### src/rtl/store_align_unit.sv
`timescale 1ns/1ps
// Store path LSU -> data bus: lane alignment, byte enables, req/gnt/rvalid, zero-filled lanes; accept-to-done 3 cycles per beat at best.
// Backpressure: one store in flight, st_ready_o only in IDLE; request held stable until data_gnt_i.
// Build option STORE_MISALIGN_SPLIT_EN: split bus-word-crossing stores into two beats, else they end in error with no bus traffic.
module store_align_unit #(
    parameter int DATA_W = 32,
    parameter int ADDR_W = 32
) (
    input  logic                  clk_i,
    input  logic                  rst_ni,
    input  logic                  st_valid_i,
    output logic                  st_ready_o,
    input  logic [ADDR_W-1:0]     st_addr_i,
    input  logic [DATA_W-1:0]     st_wdata_i,
    input  logic [1:0]            st_size_i,
    output logic                  st_done_o,
    output logic                  st_err_o,
    output logic                  st_misaligned_o,
    output logic                  data_req_o,
    input  logic                  data_gnt_i,
    input  logic                  data_rvalid_i,
    input  logic                  data_err_i,
    output logic                  data_we_o,
    output logic [ADDR_W-1:0]     data_addr_o,
    output logic [DATA_W/8-1:0]   data_be_o,
    output logic [DATA_W-1:0]     data_wdata_o
);
    localparam int NB = DATA_W / 8;
    localparam int OW = $clog2(NB);

`ifdef STORE_MISALIGN_SPLIT_EN
    typedef enum logic [2:0] {
        S_IDLE  = 3'd0,
        S_REQ1  = 3'd1,
        S_WAIT1 = 3'd2,
        S_REQ2  = 3'd3,
        S_WAIT2 = 3'd4,
        S_DONE  = 3'd5
    } state_t;
`else
    typedef enum logic [2:0] {
        S_IDLE  = 3'd0,
        S_REQ1  = 3'd1,
        S_WAIT1 = 3'd2,
        S_DONE  = 3'd5
    } state_t;
`endif

    state_t                r_state;
    state_t                w_next;

    logic [ADDR_W-1:0]     r_addr;
    logic [2*NB-1:0]       r_be2;
    logic [2*DATA_W-1:0]   r_wd2;
    logic                  r_cross;
    logic                  r_err;

    logic [OW-1:0]         w_off;
    logic [3:0]            w_bytes;
    logic [4:0]            w_span;
    logic                  w_cross;
    logic                  w_legal;
    logic                  w_go_bus;
    logic                  w_accept;
    logic                  w_in_wait;
    logic [NB-1:0]         w_be_lo;
    logic [DATA_W-1:0]     w_wd_lo;
    logic [2*NB-1:0]       w_be2;
    logic [2*DATA_W-1:0]   w_wd2;

    assign w_off    = st_addr_i[OW-1:0];
    assign w_bytes  = 4'd1 << st_size_i;
    assign w_span   = 5'(w_off) + 5'(w_bytes);
    assign w_cross  = (w_span > 5'(NB));
    assign w_legal  = (st_size_i != 2'b11) || (DATA_W == 64);
    assign w_accept = st_valid_i && (r_state == S_IDLE);

`ifdef STORE_MISALIGN_SPLIT_EN
    assign w_go_bus  = w_legal;
    assign w_in_wait = (r_state == S_WAIT1) || (r_state == S_WAIT2);
`else
    // Without splitting, a crossing store cannot be expressed in one beat and is rejected.
    assign w_go_bus  = w_legal && !w_cross;
    assign w_in_wait = (r_state == S_WAIT1);
`endif

    // Keep only the bytes the size covers, LSB-justified, then move them onto the lanes.
    always_comb begin
        w_be_lo = '0;
        w_wd_lo = '0;
        for (int i = 0; i < NB; i++) begin
            if (i < int'(w_bytes)) begin
                w_be_lo[i]         = 1'b1;
                w_wd_lo[i*8 +: 8]  = st_wdata_i[i*8 +: 8];
            end
        end
    end

    assign w_be2 = {{NB{1'b0}}, w_be_lo} << w_off;
    assign w_wd2 = {{DATA_W{1'b0}}, w_wd_lo} << {w_off, 3'b000};

    always_ff @(posedge clk_i or negedge rst_ni) begin
        if (!rst_ni) begin
            r_state <= S_IDLE;
        end else begin
            r_state <= w_next;
        end
    end

    always_ff @(posedge clk_i or negedge rst_ni) begin
        if (!rst_ni) begin
            r_addr  <= '0;
            r_be2   <= '0;
            r_wd2   <= '0;
            r_cross <= 1'b0;
            r_err   <= 1'b0;
        end else if (w_accept) begin
            r_addr  <= {st_addr_i[ADDR_W-1:OW], {OW{1'b0}}};
            r_be2   <= w_be2;
            r_wd2   <= w_wd2;
            r_cross <= w_cross;
            r_err   <= !w_go_bus;
        end else if (w_in_wait && data_rvalid_i) begin
            r_err   <= data_err_i;
        end
    end

    always_comb begin
        w_next = r_state;
        case (r_state)
            S_IDLE: begin
                if (st_valid_i) begin
                    w_next = w_go_bus ? S_REQ1 : S_DONE;
                end
            end
            S_REQ1: begin
                if (data_gnt_i) begin
                    w_next = S_WAIT1;
                end
            end
            S_WAIT1: begin
                // Responses seen while still requesting are ignored; only WAIT states consume rvalid.
                if (data_rvalid_i) begin
                    w_next = S_DONE;
`ifdef STORE_MISALIGN_SPLIT_EN
                    if (!data_err_i && r_cross) begin
                        w_next = S_REQ2;
                    end
`endif
                end
            end
`ifdef STORE_MISALIGN_SPLIT_EN
            S_REQ2: begin
                if (data_gnt_i) begin
                    w_next = S_WAIT2;
                end
            end
            S_WAIT2: begin
                if (data_rvalid_i) begin
                    w_next = S_DONE;
                end
            end
`endif
            S_DONE:  w_next = S_IDLE;
            default: w_next = S_IDLE;
        endcase
    end

    always_comb begin
        st_ready_o      = 1'b0;
        st_done_o       = 1'b0;
        st_err_o        = 1'b0;
        st_misaligned_o = 1'b0;
        data_req_o      = 1'b0;
        data_we_o       = 1'b0;
        data_addr_o     = '0;
        data_be_o       = '0;
        data_wdata_o    = '0;
        case (r_state)
            S_IDLE: st_ready_o = 1'b1;
            S_REQ1: begin
                data_req_o   = 1'b1;
                data_we_o    = 1'b1;
                data_addr_o  = r_addr;
                data_be_o    = r_be2[NB-1:0];
                data_wdata_o = r_wd2[DATA_W-1:0];
            end
`ifdef STORE_MISALIGN_SPLIT_EN
            S_REQ2: begin
                data_req_o   = 1'b1;
                data_we_o    = 1'b1;
                data_addr_o  = r_addr + ADDR_W'(NB);
                data_be_o    = r_be2[2*NB-1:NB];
                data_wdata_o = r_wd2[2*DATA_W-1:DATA_W];
            end
`endif
            S_DONE: begin
                st_done_o       = 1'b1;
                st_err_o        = r_err;
                st_misaligned_o = r_cross;
            end
            default: ;
        endcase
    end

`ifndef STORE_MISALIGN_SPLIT_EN
    // Second-beat halves exist only for the split build.
    logic w_unused_hi;
    assign w_unused_hi = ^{r_be2[2*NB-1:NB], r_wd2[2*DATA_W-1:DATA_W]};
`endif

endmodule
### config.mk
export PLATFORM = sky130hd
export DESIGN_NAME = store_align_unit
export DESIGN_NICKNAME = d
export VERILOG_FILES = /design/src/rtl/store_align_unit.sv
export SDC_FILE = /design/constraint.sdc
export NUM_CORES = 1
export LEC_CHECK = 0
export ABC_AREA = 1
export BUFFER_PORTS_ARGS = -buffer_cell sky130_fd_sc_hd__buf_2
export CORE_ASPECT_RATIO = 0.75
export CORE_MARGIN = 3
export CORE_UTILIZATION = 50
export DETAILED_ROUTE_END_ITERATION = 7
export HOLD_SLACK_MARGIN = 0.03
export PLACE_DENSITY_LB_ADDON = 0.08
export SLEW_MARGIN = 20
export SYNTH_ARGS = -nofsm -noshare
export SYNTH_HDL_FRONTEND = slang
export SYNTH_SLANG_ARGS = --single-unit
### constraint.sdc
create_clock -name clk_i -period 1.4 [get_ports clk_i]
set_input_delay 0.07 -clock clk_i [delete_from_list [all_inputs] [get_ports clk_i]]
set_output_delay 0.07 -clock clk_i [all_outputs]
set_load 0.01 [all_outputs]
; Yosys cells after proc, flatten, opt, wreduce, memory -nomap -nowiden
; Index checks and enable logic that the tools add are counted.
[totals]
elab_cells = 53
output_inout_bits = 74
ff_bits = 71
in_bits = 72
[op_classes]
add_sub_neg = 1
order_cmp = 5
shift = 3
muxes = 23
reduce_logical = 8
n_eq_ne = 7
[ops]
columns = cell, n
row1 = 2-to-1 mux 32 bit, 2
row2 = 2-to-1 mux 8 bit, 4
row3 = << shifter 32 x 5 -> 32 bit, 1
row4 = 2-to-1 mux 3 bit, 4
row5 = 2-to-1 mux 1 bit, 11
row6 = one-hot mux 3 bit (3 select lines), 1
row7 = "less-than comparator 1 x 4 -> 1 bit, first input constant", 2
row8 = "less-than comparator 2 x 4 -> 1 bit, first input constant", 2
row9 = "inequality test 2 bit, second input constant", 4
row10 = adder 2 x 4 -> 5 bit, 1
row11 = "> comparator 5 x 3 -> 1 bit, second input constant", 1
row12 = 2-to-1 mux 4 bit, 1
row13 = "<< shifter 1 x 2 -> 4 bit, first input constant", 1
row14 = << shifter 4 x 2 -> 4 bit, 1
row15 = "equality test 3 x 1 -> 1 bit, second input constant", 1
row16 = "equality test 3 x 2 -> 1 bit, second input constant", 1
row17 = "equality test 3 bit, second input constant", 1
row18 = logical AND 1 bit, 3
row19 = zero test 3 bit, 1
row20 = AND reduction 3 bit, 1
row21 = zero test 1 bit, 2
row22 = nonzero test 2 bit, 1

; Longest topological paths before layout
[logic_depth]
ltp_word = 8
ltp_mapped = 14
depth_no_buf = 13

; Least setup slack after synthesis
; OpenSTA, ideal clock, no wires.
[synth_timing]
kind = input to register
from = input st_size_i[0]
to = register r_cross
path_stages = 12
t_arrival_ns = 1.480
setup_time_ns = 0.126
n_path_buf = 1
required_time_ns = 1.274
setup_slack_ns = -0.206
path_cell_list = inv_1 > nand2_1 > buf_2 > inv_1 > ha_1 > inv_1 > fa_1 > nand2_1 > nand2_1 > nand2_1 > nand2_1 > o21ai_0
[synth_via]
elab_chain_len = 3
[synth_lines]
columns = item, line
row1 = from (decl), 15  ; input logic [1:0] st_size_i,
row2 = << shifter 1 x 2 -> 4 bit, 72  ; assign w_bytes = 4'd1 << st_size_i;
row3 = adder 2 x 4 -> 5 bit, 73  ; assign w_span = 5'(w_off) + 5'(w_bytes);
row4 = > comparator 5 x 3 -> 1 bit, 74  ; assign w_cross = (w_span > 5'(NB));
row5 = to (signal assigned), 121  ; r_cross <= w_cross;
row6 = to (decl), 55  ; logic r_cross;
; Every way passes these cells.
; A chain may end at the register's enable or synchronous reset.

; Worst setup path after layout
[layout_timing]
from = register r_state[2]
to = output data_addr_o[18]
[layout_via]
elab_chain_len = 2
[layout_lines]
columns = item, line
row1 = from (decl), 49  ; state_t r_state;
row2 = from (signal assigned), 106  ; r_state <= w_next;
row3 = equality test 3 x 1 -> 1 bit, 179  ; case (r_state)
row4 = 2-to-1 mux 32 bit, 179
row5 = to (decl), 24  ; output logic [ADDR_W-1:0] data_addr_o,
; Every way passes these cells.

==> qor.yml <==
min_path:
  hold_path.class: "in2reg"
cts:
  cts_tree: "done"
  numCtsBuffers: 9
  cts.sinks: 71
  htree_levels: 3
  insertion_delay_ns: 0.35
  clk_pin_slew_ns: 0.08
  cts-root-buf: "clkbuf_8"
  clockBufferDepth: 2
run_status:
  status: "finished with violations"
  violations: "setup timing"
pwr:
  switching_share: 0.4395
  comb_power_share: 0.591
  pwr-share-seq: 0.289
  powerDensity_nw_per_um2: 1898
  p_int_w: 0.006697
  leakage_nw: 3.353
  p_sw_w: 0.005251
  irDropWorstVdd_uv: 1193
  clockPowerShare: 0.120
  p_total_w: 0.01195
synthesis:
  synthCells: 547
  synth-simple-area-share: 0.3358
  ys_ff_latch: 71
  syn-cell-area_um2: 3864
  synth-xor-area-share: 0
  synthTopCellsByArea: "dfrtp_1 46%, nand2_1 15%, nand3_1 8.9%"
  synth_common_cells: "159 x nand2_1, 83 x inv_1, 71 x dfrtp_1, 71 x nor2_1, 69 x nand3_1"
  synth_top_cell_by_area: "dfrtp_1"
  synth_edf_count: 0
  yosys_warnings: 0
  synthAdderAreaFrac: 0.01166
  synth_compound_area_frac: 0.05926
  synth_top_family_by_area: "simple AND/OR/NAND/NOR gates"
  synth.most_common_cell: "nand2_1"
  syn_avg_cell_area_um2: 7.063
  synthMuxAreaShare: 0
  yosysSeqAreaShare: 0.4598
  synth_top_area_share: 0.4598
  async_flop_share: 1.000
  ys.flop_type: "dfrtp_1"
  synth.distinct_cells: 25
layout:
  stdcell_count: 863
  final_util: 0.8471
  drive_gt1_frac: 0.4226
  multi_input_area_um2: 1981
  area_growth_pct: 62.95
  fill_cells: 462
  diodes: 0
  seq_area_um2: 1777
  finalNetCount: 833
die:
  start_util: 0.5199
  core-area_um2: 7432
  rows: 27
  die_area_um2: 8829
  die_w_um: 107.5
  io_pins: 146
  die_h_um: 82.13
sta:
  drv_slew: 0
  rsz0062_at_grt: "yes"
  min_period_over_period: 1.176
  finalHoldViolCount: 0
  finalWorstPathRequiredPeriod_ns: 1.646
  tns_ns: -23.08
  skew_ns: 0.007821
  layout_setup_ws_ns: -0.2462
  setup_viol: 139
  fmax_ghz: 0.6075
grt:
  globalRouteOverflowTotal: 0
  grt_pass1_vias: 3893
  grt_max_degree: 72
  antenna_found_initial: 0
  met2_usage: 0.4404
  gr-max-usage-layer: "met2"
  grtUsageMet1: 0.3659
  track_usage: 0.2669
  grt_first_pass_wirelength_um: 18530
  grt_util_met3: 0.06061
worst_setup_path:
  worst_setup_path_end_kind: "primary output"
  crit_start: "r_state[2]$_DFFE_PN0P_"
  critPathKind: "reg2out"
  timing.rr.start: "r_state[2]$_DFFE_PN0P_"
  reg2reg_to: "r_wd2[1]$_DFFE_PN0P_"
  critPathLaunchType: "register"
  endpoint: "data_addr_o[18]"
  crit_arrival_ns: 1.58
  ff2ff_setup_slack_ns: -0.23
  worst_ep_required_time_ns: 1.33
  worstPathMaxFanout: 12
  r2r_cells: 8
placement:
  dp.cells: 778
  hpwl_um: 7488
  port_buffers: 143
  place_congestion: 0.8536
run:
  drv_cap: 0
detailed_routing:
  initialDrtViolationCount: 463
  vias: 4574
  vias_per_cell: 5.300
  wl_per_cell_um: 16.60
  antenna_left: 0
  wl_um: 14330
  route.detailed.drc: 0
  dr.pass1.iters: 5
[sequential cells by signal, indices dropped and copies added, names as in the netlist]
| register | count |
|---|---|
| r_wd2 | 32 |
| r_addr | 30 |
| r_be2 | 4 |
| r_state | 3 |
| r_cross | 1 |
| r_err | 1 |
[through the flow]
| step | setup slack [ns] | instance area [um^2] | hold slack [ns] |
|---|---|---|---|
| global placement | -0.01338 | 4753 | 0.1234 |
| floorplan | 0.001768 | 3909 | -0.2256 |
| CTS | -0.1451 | 5421 | 0.03701 |
| global route | -0.2844 | 6296 | 0.06011 |
| finish | -0.2462 | 6296 | 0.05009 |
| detailed placement | -0.05833 | 4753 | 0.1248 |
[per-layer routing]
layer | wire, um | part of all wire | vias to the layer above
li1 | - | - | 2098
met1 | 5839 | 0.41 | 2174
met2 | 7005 | 0.49 | 261
met3 | 1179 | 0.082 | 41
met4 | 301 | 0.021 | 0
met5 | 0 | 0 | -
[area by class of cell]
| type | instances | area share |
|---|---|---|
| multi-input cells | 359 | 0.3146 |
| repair inverters | 1 | 0.002583 |
| well taps | 101 | 0.02007 |
| flip-flops and latches | 71 | 0.2822 |
| clock inverters | 6 | 0.006161 |
| clock buffers | 9 | 0.01967 |
| repair buffers | 230 | 0.2985 |
| inverters | 86 | 0.05624 |
[worst min path at each step]
stage	start	end	slack, ns	cells past startpoint
floorplan	rst_ni	r_addr[10]$_DFFE_PN0P_	-0.23	0
global placement	rst_ni	r_addr[8]$_DFFE_PN0P_	0.12	2
detailed placement	rst_ni	r_addr[7]$_DFFE_PN0P_	0.12	2
CTS	data_rvalid_i	r_state[1]$_DFFE_PN0P_	0.04	4
global route	data_rvalid_i	r_state[1]$_DFFE_PN0P_	0.06	4
finish	st_wdata_i[27]	r_wd2[27]$_DFFE_PN0P_	0.05	5
[cells in the final DEF, fill, tap and decap left out, types with 13 or more instances in the layout]
cell	n
buf_2	136
buf_4	17
buf_6	14
dfrtp_1	71
dlygate4sd3_1	40
inv_1	79
nand2_1	119
nand2_2	35
nand3_1	56
nand3_2	13
nor2_1	30
nor2_2	34
o21ai_1	32
[timing repair]
action / 4_1_cts / 5_1_grt
hold buffers: 40 / 0
cloned: 1 / 18
buffers inserted: 5 / 7
endpoints found under the setup margin: 68 / 139
pin swaps: 0 / 17
endpoints found under the hold margin: 119 / 0
resized for setup: 18 / 167
[power groups by stage]
stage          Sequential (W)  Clock, W  Combinational (W)
2_1_floorplan         0.00327         0            0.00279
3_3_place_gp          0.00336         0            0.00413
3_5_place_dp          0.00339         0            0.00422
4_1_cts               0.00334   0.00145            0.00472
5_1_grt               0.00352   0.00156            0.00759
6_report              0.00345   0.00143            0.00707
[worst max-delay path, cell delays in order (launching register included)]
cell and delay [ns]:
dfrtp_1 0.40, nand3b_1 0.20, buf_4 0.18, clkbuf_16 0.18, nor2_1 0.12, buf_2 0.15
[kinds of logic after synthesis]
group | Yosys count
AND/OR/NAND/NOR | 308
other | 1
AO/OA/AOI/OAI | 45
flip-flops | 71
adder cells (fa/ha/maj) | 3
buffers and inverters | 119
No activity file was read; power rests on OpenSTA's default activity.
